==> src/rtl/cnn_pkg.sv <==
// Shared CNN datapath constants and types used by the FC layer and the argmax stage.
package cnn_pkg;

  localparam int unsigned CLASS_NUM = 10;
  localparam int unsigned SCORE_W   = 12;
  localparam int unsigned IDX_W     = 4;

  typedef logic signed [SCORE_W-1:0] score_t;
  typedef logic [IDX_W-1:0]          class_idx_t;

  function automatic score_t SCORE_MIN();
    return {1'b1, {(SCORE_W-1){1'b0}}};
  endfunction

endpackage

==> src/rtl/fc_argmax_if.sv <==
// Score stream in, classification decision out.
interface fc_argmax_if;
  import cnn_pkg::*;

  logic               valid_in;
  score_t             data_in;
  logic               valid_out;
  class_idx_t         class_out;
  score_t             max_score;
  logic [SCORE_W-1:0] margin;
  logic [7:0]         frame_cnt;

  modport master (
    output valid_in, data_in,
    input  valid_out, class_out, max_score, margin, frame_cnt
  );

  modport slave (
    input  valid_in, data_in,
    output valid_out, class_out, max_score, margin, frame_cnt
  );
endinterface

==> src/rtl/score_rank.sv <==
// Combinational best/second-best update for one incoming class score.
module score_rank
  import cnn_pkg::*;
(
  input  score_t     sample_i,
  input  class_idx_t idx_i,
  input  logic       first_i,
  input  score_t     best_i,
  input  score_t     second_i,
  input  class_idx_t best_idx_i,
  output score_t     best_o,
  output score_t     second_o,
  output class_idx_t best_idx_o
);

  always_comb begin
    best_o     = best_i;
    second_o   = second_i;
    best_idx_o = best_idx_i;
    if (first_i) begin
      best_o     = sample_i;
      second_o   = SCORE_MIN();
      best_idx_o = '0;
    end else if (sample_i > best_i) begin
      // Strict compare: ties keep the earlier (lower) index.
      second_o   = best_i;
      best_o     = sample_i;
      best_idx_o = idx_i;
    end else if (sample_i > second_i) begin
      second_o = sample_i;
    end
  end

endmodule

==> src/rtl/fc_argmax.sv <==
// Argmax decision stage: ranks a frame of CLASS_NUM scores and emits winner, score and margin.
module fc_argmax
  import cnn_pkg::*;
(
  input  logic         clk,
  input  logic         rst_n,
  fc_argmax_if.slave   bus_io
);

  localparam class_idx_t LastIdx = class_idx_t'(CLASS_NUM - 1);

  typedef enum logic [1:0] {StIdle, StAcc, StEmit} state_e;

  state_e             state_q, state_d;
  class_idx_t         cls_idx_q, cls_idx_d;
  score_t             best_q, second_q;
  class_idx_t         best_idx_q;
  score_t             rank_best, rank_second;
  class_idx_t         rank_best_idx;
  class_idx_t         class_q;
  score_t             max_q;
  logic [SCORE_W-1:0] margin_q;
  logic [7:0]         frame_cnt_q;
  logic               accept, first, last;

  assign accept = bus_io.valid_in;
  assign first  = (cls_idx_q == '0);
  assign last   = accept && (cls_idx_q == LastIdx);

  score_rank u_score_rank (
    .sample_i   (bus_io.data_in),
    .idx_i      (cls_idx_q),
    .first_i    (first),
    .best_i     (best_q),
    .second_i   (second_q),
    .best_idx_i (best_idx_q),
    .best_o     (rank_best),
    .second_o   (rank_second),
    .best_idx_o (rank_best_idx)
  );

  always_comb begin
    cls_idx_d = cls_idx_q;
    if (accept) begin
      cls_idx_d = last ? '0 : cls_idx_q + 1'b1;
    end
  end

  always_ff @(posedge clk or negedge rst_n) begin
    if (!rst_n) begin
      state_q <= StIdle;
    end else begin
      state_q <= state_d;
    end
  end

  always_comb begin
    state_d = state_q;
    unique case (state_q)
      StIdle:  if (accept) state_d = StAcc;
      StAcc:   if (last) state_d = StEmit;
      StEmit:  state_d = accept ? StAcc : StIdle;
      default: state_d = StIdle;
    endcase
  end

  always_comb begin
    bus_io.valid_out = (state_q == StEmit);
  end

  always_ff @(posedge clk or negedge rst_n) begin
    if (!rst_n) begin
      cls_idx_q   <= '0;
      best_q      <= SCORE_MIN();
      second_q    <= SCORE_MIN();
      best_idx_q  <= '0;
      class_q     <= '0;
      max_q       <= '0;
      margin_q    <= '0;
      frame_cnt_q <= '0;
    end else begin
      cls_idx_q <= cls_idx_d;
      if (accept) begin
        best_q     <= rank_best;
        second_q   <= rank_second;
        best_idx_q <= rank_best_idx;
      end
      if (last) begin
        class_q     <= rank_best_idx;
        max_q       <= rank_best;
        // best >= second, so the difference fits unsigned in SCORE_W bits even if the
        // signed subtraction wraps.
        margin_q    <= rank_best - rank_second;
        frame_cnt_q <= frame_cnt_q + 8'd1;
      end
    end
  end

  assign bus_io.class_out = class_q;
  assign bus_io.max_score = max_q;
  assign bus_io.margin    = margin_q;
  assign bus_io.frame_cnt = frame_cnt_q;

endmodule

==> src/flat_wrapper.sv <==
// flat-port wrapper written by rule: the top's interface ports become plain ports
module fc_argmax_flat import cnn_pkg::*;
  (clk, rst_n, bus_io_valid_in, bus_io_data_in, bus_io_valid_out, bus_io_class_out, bus_io_max_score, bus_io_margin, bus_io_frame_cnt);
  fc_argmax_if bus_io_i ();
  input  logic clk;
  input  logic rst_n;
  input wire logic [$bits(bus_io_i.valid_in)-1:0] bus_io_valid_in;
  input wire logic [$bits(bus_io_i.data_in)-1:0] bus_io_data_in;
  output wire logic [$bits(bus_io_i.valid_out)-1:0] bus_io_valid_out;
  output wire logic [$bits(bus_io_i.class_out)-1:0] bus_io_class_out;
  output wire logic [$bits(bus_io_i.max_score)-1:0] bus_io_max_score;
  output wire logic [$bits(bus_io_i.margin)-1:0] bus_io_margin;
  output wire logic [$bits(bus_io_i.frame_cnt)-1:0] bus_io_frame_cnt;
  assign bus_io_i.valid_in = bus_io_valid_in;
  assign bus_io_i.data_in = bus_io_data_in;
  assign bus_io_valid_out = bus_io_i.valid_out;
  assign bus_io_class_out = bus_io_i.class_out;
  assign bus_io_max_score = bus_io_i.max_score;
  assign bus_io_margin = bus_io_i.margin;
  assign bus_io_frame_cnt = bus_io_i.frame_cnt;
  fc_argmax u_core (.clk(clk), .rst_n(rst_n), .bus_io(bus_io_i));
endmodule
==> config.mk <==
export PLATFORM = sky130hd
export DESIGN_NAME = fc_argmax_flat
export DESIGN_NICKNAME = d
export VERILOG_FILES = /design/src/rtl/cnn_pkg.sv /design/src/rtl/fc_argmax_if.sv /design/src/rtl/score_rank.sv /design/src/rtl/fc_argmax.sv /design/src/flat_wrapper.sv
export SDC_FILE = /design/constraint.sdc
export NUM_CORES = 1
export LEC_CHECK = 0
export ABC_AREA = 1
export BUFFER_PORTS_ARGS = -buffer_cell sky130_fd_sc_hd__clkbuf_2
export CORE_MARGIN = 2
export CORE_UTILIZATION = 40
export DETAILED_ROUTE_END_ITERATION = 16
export PLACE_DENSITY = 0.66
export RECOVER_POWER = 25
export SYNTH_ARGS = -nofsm -noshare
export SYNTH_HDL_FRONTEND = slang
export SYNTH_SLANG_ARGS = --single-unit
==> constraint.sdc <==
create_clock -name clk -period 9.4 [get_ports clk]
set_input_delay 0.94 -clock clk [delete_from_list [all_inputs] [get_ports clk]]
set_output_delay 0.94 -clock clk [all_outputs]
set_load 0.01 [all_outputs]
==> insert_results.sql <==
INSERT INTO impl_metrics (metric_group, metric, value, unit) VALUES
('status', 'run_status', 'complete, but fails checks', ''),
('status', 'failed_checks', 'capacitance limit, slew limit', ''),
('place', 'placedInstanceArea', '0.00481', 'mm²'),
('timing', 'worst-slew-pin-transition', '3.78', 'ns'),
('grt', 'antenna_violations_before_repair', '0', ''),
('setup_path', 'crit_path_end_kind', 'register', ''),
('timing', 'max-slew-margin-rel', '-152', '%'),
('setup_path', 'critical_path.startpoint_type', 'primary input', ''),
('finish', 'layout.filler_cells', '1085', ''),
('finish', 'final_util', '46.1', '%'),
('logic_synthesis', 'synth-async-reset-ratio', '100', '%'),
('setup_path', 'critical_path_arrival', '4.73', 'ns'),
('logic_synthesis', 'synthFlopType', 'sky130_fd_sc_hd__dfrtp_1', ''),
('setup_path', 'rrSetupSlack', '5.01', 'ns'),
('timing', 'setup-violations-final', '0', ''),
('timing', 'hold_viol_final', '0', ''),
('setup_path', 'cp_cell_sequence', 'clkbuf_2, ha_1, a21o_1, nor2_1, nand3_1, nand2_1, nand3_1, nand2_1, o21ai_0, o22ai_1, inv_1, ha_1, nand3_1, nand3_1, nand2_1, nand2_1, a21oi_1, o21ai_0, a21oi_1, xor2_1, o21ai_0', ''),
('logic_synthesis', 'synth.distinct_cells', '39', ''),
('finish', 'multi_input_gate_area', '0.00227', 'mm²'),
('setup_path', 'reg2reg_depth', '23', ''),
('cts', 'ctsHtreeMaxLevel', '3', ''),
('detailed_routing', 'drt_iter0_drc', '239', ''),
('logic_synthesis', 'synth_top_family_by_area', 'simple AND/OR/NAND/NOR gates', ''),
('logic_synthesis', 'post-synth-top-count-cell', 'sky130_fd_sc_hd__nand2_1', ''),
('floorplan', 'floorplan.die.height', '110', 'µm'),
('run', 'maxCapViolations', '1', ''),
('logic_synthesis', 'simple_gate_portion_of_the_synthesized_area', '20.4', '%'),
('place', 'gp_congestion', '0.857', ''),
('logic_synthesis', 'synth_edf_count', '0', ''),
('logic_synthesis', 'ys_seq_area_share', '39.3', '%'),
('cts', 'cts_resized', '0', ''),
('logic_synthesis', 'post-synth-top-area-cell', 'sky130_fd_sc_hd__dfrtp_1', ''),
('cts', 'tritoncts.num_buffers', '9', ''),
('setup_path', 'path_max_fanout', '23', ''),
('finish', 'areaGrowthSynthToFinish', '11.9', '%'),
('logic_synthesis', 'synth_xor_xnor_area_share', '2.36', '%'),
('logic_synthesis', 'synth_register_bits', '70', ''),
('timing', 'finalMaxSlewViolations', '71', ''),
('logic_synthesis', 'synth_fp_nets', '616', ''),
('detailed_routing', 'firstDrtPassIters', '5', ''),
('logic_synthesis', 'synth_area_per_cell', '7.95', 'µm²'),
('detailed_routing', 'wl_per_cell', '14.4', 'µm'),
('setup_path', 'regToRegStartpoint', 'u_core.second_q[11]', ''),
('setup_path', 'timing.critical_path.from', 'bus_io_data_in[11]', ''),
('floorplan', 'core_region_area', '0.0108', 'mm²'),
('timing', 'final.setup_skew', '0.00942', 'ns'),
('detailed_routing', 'final_antenna_net_count', '0', ''),
('detailed_routing', 'route.detailed.vias_per_inst', '5.12', ''),
('logic_synthesis', 'yosysWarnings', '0', ''),
('finish', 'drive_gt1_share', '18.1', '%'),
('place', 'portBuffers', '51', ''),
('detailed_routing', 'vias', '3853', ''),
('cts', 'clkTransAtPathRegs', '0.07', 'ns'),
('cts', 'tritoncts', 'done', ''),
('timing', 'fmaxAchievable', '0.221', 'GHz'),
('detailed_routing', 'drt-total-wl', '10.8', 'mm'),
('floorplan', 'floorplan.die.width', '110', 'µm'),
('timing', 'final.setup.tns', '0', 'ns'),
('place', 'half_perimeter_wire_length_after_detailed_placement', '7.96', 'mm'),
('logic_synthesis', 'synthCells', '561', ''),
('min_path', 'hold_path.class', 'register to register', ''),
('logic_synthesis', 'post_synth_instance_area', '0.00446', 'mm²'),
('timing', 'final.period_utilization', '48.0', '%'),
('floorplan', 'std_cell_rows', '38', ''),
('setup_path', 'reg2reg_to', 'u_core.bus_io.margin[9]', ''),
('grt', 'grt_util_all_layers', '19.6', '%'),
('finish', 'insertedDiodeCount', '0', ''),
('timing', 'finalCriticalPeriod', '4.52', 'ns'),
('logic_synthesis', 'synth.area.mux_share', '0', '%'),
('grt', 'grt_remaining_overflow', '0', ''),
('finish', 'num-nets-final', '662', '');
[critical path, delay by kind of cell]
| family | cells | cell delay, ns |
|---|---|---|
| AO/OA/AOI/OAI | 7 | 1.15 |
| XOR/XNOR | 1 | 0.15 |
| adder cells (fa/ha/maj) | 2 | 0.73 |
| buffers and inverters | 2 | 0.18 |
| AND/OR/NAND/NOR | 9 | 1.59 |
[registers in the layout (all words and copies together) (netlist names)]
signal and flops:
u_core.second_q 12, u_core.best_idx_q 4, u_core.best_q 12, u_core.bus_io.margin 12
u_core.cls_idx_q 4, u_core.bus_io.class_out 4, u_core.bus_io.frame_cnt 8, u_core.state_q 2
u_core.bus_io.max_score 12
[worst min-delay path by stage]
stage / start / endpoint / cells after the start
floorplan: u_core.best_idx_q[2] / u_core.best_idx_q[2] / 2
global placement: u_core.bus_io.frame_cnt[7] / u_core.bus_io.frame_cnt[7] / 1
detailed placement: u_core.bus_io.class_out[1] / u_core.bus_io.class_out[1] / 2
CTS: u_core.bus_io.frame_cnt[7] / u_core.bus_io.frame_cnt[7] / 1
global route: u_core.bus_io.max_score[4] / u_core.bus_io.max_score[4] / 2
finish: u_core.bus_io.frame_cnt[7] / u_core.bus_io.frame_cnt[7] / 1
[layout by cell type (no fill, tap or decap), types with 2 or more instances in the layout]
cell and instances:
sky130_fd_sc_hd__a21oi_1 19, sky130_fd_sc_hd__nor2_2 2, sky130_fd_sc_hd__o22ai_1 12, sky130_fd_sc_hd__a31oi_1 2, sky130_fd_sc_hd__inv_1 82, sky130_fd_sc_hd__nand4_1 9, sky130_fd_sc_hd__o21ai_2 23, sky130_fd_sc_hd__xor2_1 9
sky130_fd_sc_hd__inv_2 9, sky130_fd_sc_hd__a21o_1 2, sky130_fd_sc_hd__dfrtp_1 68, sky130_fd_sc_hd__ha_1 39, sky130_fd_sc_hd__o22ai_2 3, sky130_fd_sc_hd__clkbuf_2 50, sky130_fd_sc_hd__o21ai_1 22, sky130_fd_sc_hd__nor3_1 3
sky130_fd_sc_hd__clkbuf_1 4, sky130_fd_sc_hd__nor2_1 13, sky130_fd_sc_hd__dfstp_2 2, sky130_fd_sc_hd__or2_1 10, sky130_fd_sc_hd__clkbuf_8 9, sky130_fd_sc_hd__o21ai_0 35, sky130_fd_sc_hd__nand2_1 142, sky130_fd_sc_hd__clkinv_2 2
sky130_fd_sc_hd__xnor2_1 3, sky130_fd_sc_hd__nand3_1 21
[cells by family after synthesis]
family / count (synthesis)
buf+inv: 110
simple gates: 208
xor+xnor: 12
fa+ha+maj: 40
flops: 70
compound gates: 121
[final cells by class]
| class | instances | share of cell area, % |
|---|---|---|
| Inverter | 92 | 6.97 |
| Clock inverter | 4 | 0.952 |
| Multi-Input combinational cell | 381 | 45.4 |
| Sequential cell | 70 | 35.1 |
| Tap cell | 140 | 3.51 |
| Clock buffer | 12 | 2.71 |
| Timing Repair Buffer | 53 | 5.34 |
[through the flow]
step	hold slack, ns	instances	setup WS, ns
2_1_floorplan	0.453	561	5.45
3_3_place_gp	0.461	736	4.72
3_5_place_dp	0.465	736	4.57
4_1_cts	0.480	752	4.96
5_1_grt	0.511	752	4.32
6_report	0.476	752	4.88
[per-layer routing]
layer  GRT usage, %  wire length, µm
met5              0                0
met3           2.61              424
met2           33.0             5240
met4           9.40              298
met1           24.9             4840
Power is left out: the tool's default activity adds up to more than one toggle a clock period on the data nets, which glitch-free logic cannot reach.
